==> src/rtl/regfile_reader.sv <==
// Register-array read port with busy scoreboard, writeback bypass and a
// one-entry registered output stage under valid/ready handshakes.
module regfile_reader #(
   parameter int unsigned DATA_W = 32,
   parameter int unsigned NREG   = 32,
   parameter int unsigned CNT_W  = 16,
   localparam int unsigned AW    = $clog2(NREG)
) (
   input  logic              clk,
   input  logic              rst_n,
   input  logic [DATA_W-1:0] regs [NREG],
   input  logic              req_valid,
   output logic              req_ready,
   input  logic [AW-1:0]     req_rs,
   input  logic [AW-1:0]     req_rt,
   input  logic              req_dst_en,
   input  logic [AW-1:0]     req_dst,
   input  logic              wb_en,
   input  logic [AW-1:0]     wb_addr,
   input  logic [DATA_W-1:0] wb_data,
   output logic              out_valid,
   input  logic              out_ready,
   output logic [DATA_W-1:0] out_rs_data,
   output logic [DATA_W-1:0] out_rt_data,
   output logic              out_dst_en,
   output logic [AW-1:0]     out_dst,
   output logic [CNT_W-1:0]  stall_cnt
);

   localparam logic [CNT_W-1:0] CntMax = {CNT_W{1'b1}};

   logic [NREG-1:0]   busy_q, busy_d;
   logic              out_valid_q, out_valid_d;
   logic [DATA_W-1:0] out_rs_q, out_rs_d;
   logic [DATA_W-1:0] out_rt_q, out_rt_d;
   logic              out_dst_en_q, out_dst_en_d;
   logic [AW-1:0]     out_dst_q, out_dst_d;
   logic [CNT_W-1:0]  stall_q, stall_d;

   logic rs_zero, rt_zero, hit_rs, hit_rt, haz_rs, haz_rt, hazard, accept;
   logic [DATA_W-1:0] rs_data, rt_data;

   always_comb begin
      rs_zero = (req_rs == '0);
      rt_zero = (req_rt == '0);
      hit_rs  = wb_en && (wb_addr == req_rs) && !rs_zero;
      hit_rt  = wb_en && (wb_addr == req_rt) && !rt_zero;
      // Hazard looks at the scoreboard as it stood before this edge.
      haz_rs  = busy_q[req_rs] && !rs_zero && !hit_rs;
      haz_rt  = busy_q[req_rt] && !rt_zero && !hit_rt;
      hazard  = haz_rs || haz_rt;
      req_ready = rst_n && !hazard && (!out_valid_q || out_ready);
      accept  = req_valid && req_ready;

      rs_data = rs_zero ? '0 : (hit_rs ? wb_data : regs[req_rs]);
      rt_data = rt_zero ? '0 : (hit_rt ? wb_data : regs[req_rt]);
   end

   always_comb begin
      busy_d = busy_q;
      if (wb_en) begin
         busy_d[wb_addr] = 1'b0;
      end
      // Set after clear: a new producer on the same index stays pending.
      if (accept && req_dst_en && (req_dst != '0)) begin
         busy_d[req_dst] = 1'b1;
      end
      busy_d[0] = 1'b0;
   end

   always_comb begin
      out_valid_d  = out_valid_q;
      out_rs_d     = out_rs_q;
      out_rt_d     = out_rt_q;
      out_dst_en_d = out_dst_en_q;
      out_dst_d    = out_dst_q;
      if (accept) begin
         out_valid_d  = 1'b1;
         out_rs_d     = rs_data;
         out_rt_d     = rt_data;
         out_dst_en_d = req_dst_en;
         out_dst_d    = req_dst;
      end else if (out_valid_q && out_ready) begin
         out_valid_d = 1'b0;
      end
   end

   always_comb begin
      stall_d = stall_q;
      if (req_valid && !req_ready && (stall_q != CntMax)) begin
         stall_d = stall_q + 1'b1;
      end
   end

   always_ff @(posedge clk) begin
      if (!rst_n) begin
         busy_q       <= '0;
         out_valid_q  <= 1'b0;
         out_rs_q     <= '0;
         out_rt_q     <= '0;
         out_dst_en_q <= 1'b0;
         out_dst_q    <= '0;
         stall_q      <= '0;
      end else begin
         busy_q       <= busy_d;
         out_valid_q  <= out_valid_d;
         out_rs_q     <= out_rs_d;
         out_rt_q     <= out_rt_d;
         out_dst_en_q <= out_dst_en_d;
         out_dst_q    <= out_dst_d;
         stall_q      <= stall_d;
      end
   end

   assign out_valid   = out_valid_q;
   assign out_rs_data = out_rs_q;
   assign out_rt_data = out_rt_q;
   assign out_dst_en  = out_dst_en_q;
   assign out_dst     = out_dst_q;
   assign stall_cnt   = stall_q;

endmodule

==> config.mk <==
export PLATFORM = sky130hd
export DESIGN_NAME = regfile_reader
export DESIGN_NICKNAME = d
export VERILOG_FILES = /design/src/rtl/regfile_reader.sv
export SDC_FILE = /design/constraint.sdc
export NUM_CORES = 1
export LEC_CHECK = 0
export BUFFER_PORTS_ARGS = -buffer_cell sky130_fd_sc_hd__buf_2
export CAP_MARGIN = 20
export CORE_AREA = 8 8 452 454
export CTS_CLUSTER_DIAMETER = 200
export CTS_CLUSTER_SIZE = 8
export DETAILED_ROUTE_END_ITERATION = 8
export DIE_AREA = 0 0 460 462
export GPL_TIMING_DRIVEN = 0
export HOLD_SLACK_MARGIN = 0.12
export SLEW_MARGIN = 20
export SYNTH_ARGS = -nofsm -noshare
export SYNTH_HDL_FRONTEND = slang
export SYNTH_SLANG_ARGS = --single-unit
export TNS_END_PERCENT = 20
==> constraint.sdc <==
create_clock -name clk -period 5.2 [get_ports clk]
set_clock_uncertainty 0.15 [all_clocks]
set_input_delay 0.26 -clock clk [delete_from_list [all_inputs] [get_ports clk]]
set_output_delay 0.26 -clock clk [all_outputs]
set_load 0.05 [all_outputs]
==> results.md <==
- Worst-Margin Slew: between 1 and 1.5 ns
- Number of buffers created by CTS: 17
- Reg2reg path depth: 8
- Slowest-stage cell, CP: buf_2
- Syn_area_per_cell: approximately 14 µm²
- Post-CTS Setup Inserts: 0
- Synthesized Nets: around 2600
- Worst Setup End Kind: flop
- Synth warn: 0
- Storage cell area: 2362 µm²
- Area grow syn2layout: 52.16%
- Sequential share of the synthesized area: between 10 and 15%
- DR vias/cell: about 4.9
- Post-route ant nets: 0
- DPL Wire Length: roughly 250000 µm
- Layout Utilization: roughly 16%
- Critical path arrival: about 5.2 ns
- Critical path's largest stage delay: about 0.7 ns
- Status: completed
- P_leak: 12.30 nW
- Nets: about 3800
- EDFF count, synth: 0
- Worst path required time: 5.41 ns
- Count of final setup violators: 0
- Total grt overflow: 0
- Row count: about 160
- Count of different cell masters after synthesis: 53
- Largest net degree at the start of global routing: 17
- Final min period: 5.023 ns
- Setup repair after global routing missed its margin: false
- CP Class: input pin to flop
- CTS root buf: clkbuf_16
- Drt wl/cell: approximately 52 µm
- Total length of routed wires: ~290000 µm
- Finished Cell Area: between 30000 and 40000 µm²
- Cell family with most CP delay: buffers and inverters
- VDD IR max: ~140 µV
- Vias: roughly 27000
- Top_reg_cell synth: dfxtp_1
- I/O pins: 1170
- CTS clk-pin slew, worst paths: 0.08 ns
- Non-Filler Instances: around 5500
- Number of remaining DRC errors: 0
- Clock share of power: approximately 23%
- Worst path most repeated cell: buf_2
- Die area: between 200000 and 250000 µm²
- Crit path depth: 10
- Sw Pwr: around 2.8 mW
- CP Max Fanout: 10
- CTS tree: built
- Crit Reg-Reg Endpoint: out_rt_data[18]$_SDFFE_PN0P_
- H-tree levels: 4
- # placed instances: between 5000 and 6000
- Worst-path cell chain: buf_2 > buf_2 > buf_2 > buf_2 > mux4_2 > mux4_2 > mux2i_2 > nor2_1 > a21oi_1 > o2bb2ai_1
- Setup TNS: 0 ns
- Max_slew headroom: around 17%
- First-pass GRT wire length: between 300000 and 400000 µm
- Clk Latency, worst-skew pair: approximately 0.49 ns
- Reg2reg setup slack: around 1.7 ns
- Vias in the first global route: ~26000
- Critical Path Start: req_rt[0]
- Die width: 460 µm
- Mapped Area: between 20000 and 25000 µm²
- Starting DRT DRC Count: 3294
- Placed Area: 31030 µm²
- Fillers: about 22000
- Area contributors post-synth: mux4_2, dfxtp_1, mux2i_1
- Area of the multi-input gates: 18080 µm²
- Final period util: between 90 and 100%
- Die height: 462 µm
- Gr usage total: 25.67%
- Sw Ratio: 47.73%
- Port buffer count: between 1000 and 1500
- Share of the synthesized area in the top cell type: 69.04%
- Starting Density: approximately 11%
- Worst Hold Class: flop to flop
- Async set or reset register ratio after synthesis: 0%
- Max Buffers Root-to-Sink: 2
- Core area: around 200000 µm²
- Worst setup SP type: input pin
- Sequential Power Share: 16.8%
- Gpl congestion: ~0.96
- Combinational group share of total power: 60.6%
- Fmax: around 0.2 GHz
- Reg2reg start: busy_q[15]$_SDFF_PN0_
- Overall Power: about 6 mW
- Flops & latches, synth: around 120
- Power per cell area: ~180 nW/µm²
- Int Pwr: roughly 3.1 mW
- CP bufs+invs: 4
- Router iterations before antenna repair: 6
- CTS Sinks: 118
- Final hold vios: 0
- Initial antenna violation count: about 310
- Max_cap viols: 0
- Leading area contributor after synthesis: mux4_2
- Worst setup endpoint: out_rt_data[15]$_SDFFE_PN0P_
- Final slew viol count: 0
- Synthesized instance count: 1488
- Layout cells sized above 1: approximately three quarters
==> cell type report <==
class	count	share of cell area, %
sequential	118	7.288
multi-input combinational	1162	55.77
clock inverter	15	0.5559
buffer	204	2.961
antenna	146	1.127
clock buffer	17	1.312
inverter	4	0.04632
tap	2640	10.19
timing repair buffer	1224	20.75
==> state kept, by name, summed over array words and instances, names as in the netlist <==
name / flops
out_dst: 5
stall_cnt: 16
out_valid: 1
out_dst_en: 1
out_rs_data: 32
out_rt_data: 32
busy_q: 31
==> power groups by stage <==
stage                     combinational [mW]  sequential (mW)  clock, mW
final                                   3.58            0.993       1.34
after global routing                    3.67            0.997       1.39
after CTS                               3.58            0.993       1.36
after detailed placement                3.53             1.01          0
after global placement                  3.46             1.01          0
after floorplan                         1.41             1.16          0
==> layer usage <==
metal  GRT usage, %  vias up  part of all wire, %
met5              0        -                 0.37
li1               -     9524                    -
met2          40.38     2579                   44
met1          30.17    13895                   38
met4          9.730      160                  4.7
met3          12.58      673                   13
==> through the flow <==
step	worst slack [ns]	hold slack [ns]
after floorplan	2.227	0.2505
after global placement	-1.615	0.2933
after detailed placement	-0.6508	0.2925
after CTS	0.1312	0.3117
after global routing	0.1457	0.3216
final	0.1768	0.3134
==> synth_stat cells (2+ instances only) <==
cell type  number
nor3b_1         2
a31oi_1         7
a32oi_1         3
nand3b_1        5
buf_2          67
a22o_1         10
or3b_2          2
xnor2_1         3
dfxtp_1       118
mux2_2          3
and2_1          6
xor2_1          9
o41ai_1         7
and4_1          3
mux2i_1        65
o21ai_1        17
nand3_1        21
nand2_1        33
buf_1          31
nand2b_1        4
o211ai_1       32
a21oi_1        73
o31ai_1        11
nor2_1         73
clkbuf_1      105
or4_1           4
nand4_1         5
inv_1           4
nor2b_1         6
o21ai_0        20
and3_1          2
o2bb2ai_1      53
or3_1          10
mux4_2        653
nor4_1          3
==> worst reg2reg max path, stage by stage (launching register included) <==
cell	delay [ns]
dfxtp_1	0.38
mux4_2	0.48
mux2i_1	0.34
a22oi_1	0.16
and4_1	0.29
nor3_4	0.50
nor2_2	0.29
clkbuf_1	0.52
o2bb2ai_1	0.30
==> cells in the final DEF, fill, tap and decap left out, types with 5 or more instances in the layout <==
master	netlist	final
and2_1	6	6
clkbuf_16	0	17
o211ai_1	32	32
buf_16	0	8
nor2b_1	6	6
diode_2	0	146
buf_1	31	7
or3_1	10	10
clkbuf_1	105	58
xor2_1	9	9
a31oi_1	7	7
nor2_1	73	72
o21ai_0	20	20
buf_2	67	1246
clkbuf_2	0	45
mux2i_1	65	64
dfxtp_1	118	118
mux4_2	653	653
inv_6	0	6
buf_12	0	13
a21oi_1	73	73
a22o_1	10	10
o31ai_1	11	11
nand3_1	21	21
o21ai_1	17	17
dlygate4sd3_1	0	39
nand4_1	5	5
nand2_1	33	33
nand3b_1	5	5
o2bb2ai_1	53	53
o41ai_1	7	7
==> logic make-up after synthesis <==
logic type / count (synthesis) / share of synthesized area (%)
compound gates: 242 / 7.689
xor+xnor: 12 / 0.4934
fa+ha+maj: 1 / 0.05873
buf+inv: 208 / 4.076
flops: 118 / 11.09
mux: 721 / 72.25
simple gates: 186 / 4.341
==> repair_timing <==
item,CTS,global route
hold endpoints to repair,89,0
cloned,0,0
resized for setup,1,1
endpoints found under the setup margin,1,1
hold buffers,39,0
==> how the worst min path moves through the flow <==
stage | cells after the start | end | startpoint
after floorplan | 2 | out_valid$_SDFFE_PN0P_ | req_valid
after global placement | 1 | out_rt_data[12]$_SDFFE_PN0P_ | out_rt_data[12]$_SDFFE_PN0P_
after detailed placement | 1 | out_rs_data[6]$_SDFFE_PN0P_ | out_rs_data[6]$_SDFFE_PN0P_
after CTS | 1 | out_rt_data[5]$_SDFFE_PN0P_ | out_rt_data[5]$_SDFFE_PN0P_
after global routing | 1 | out_rt_data[5]$_SDFFE_PN0P_ | out_rt_data[5]$_SDFFE_PN0P_
final | 1 | out_rs_data[4]$_SDFFE_PN0P_ | out_rs_data[4]$_SDFFE_PN0P_
Power figures use the tool's default switching activity.
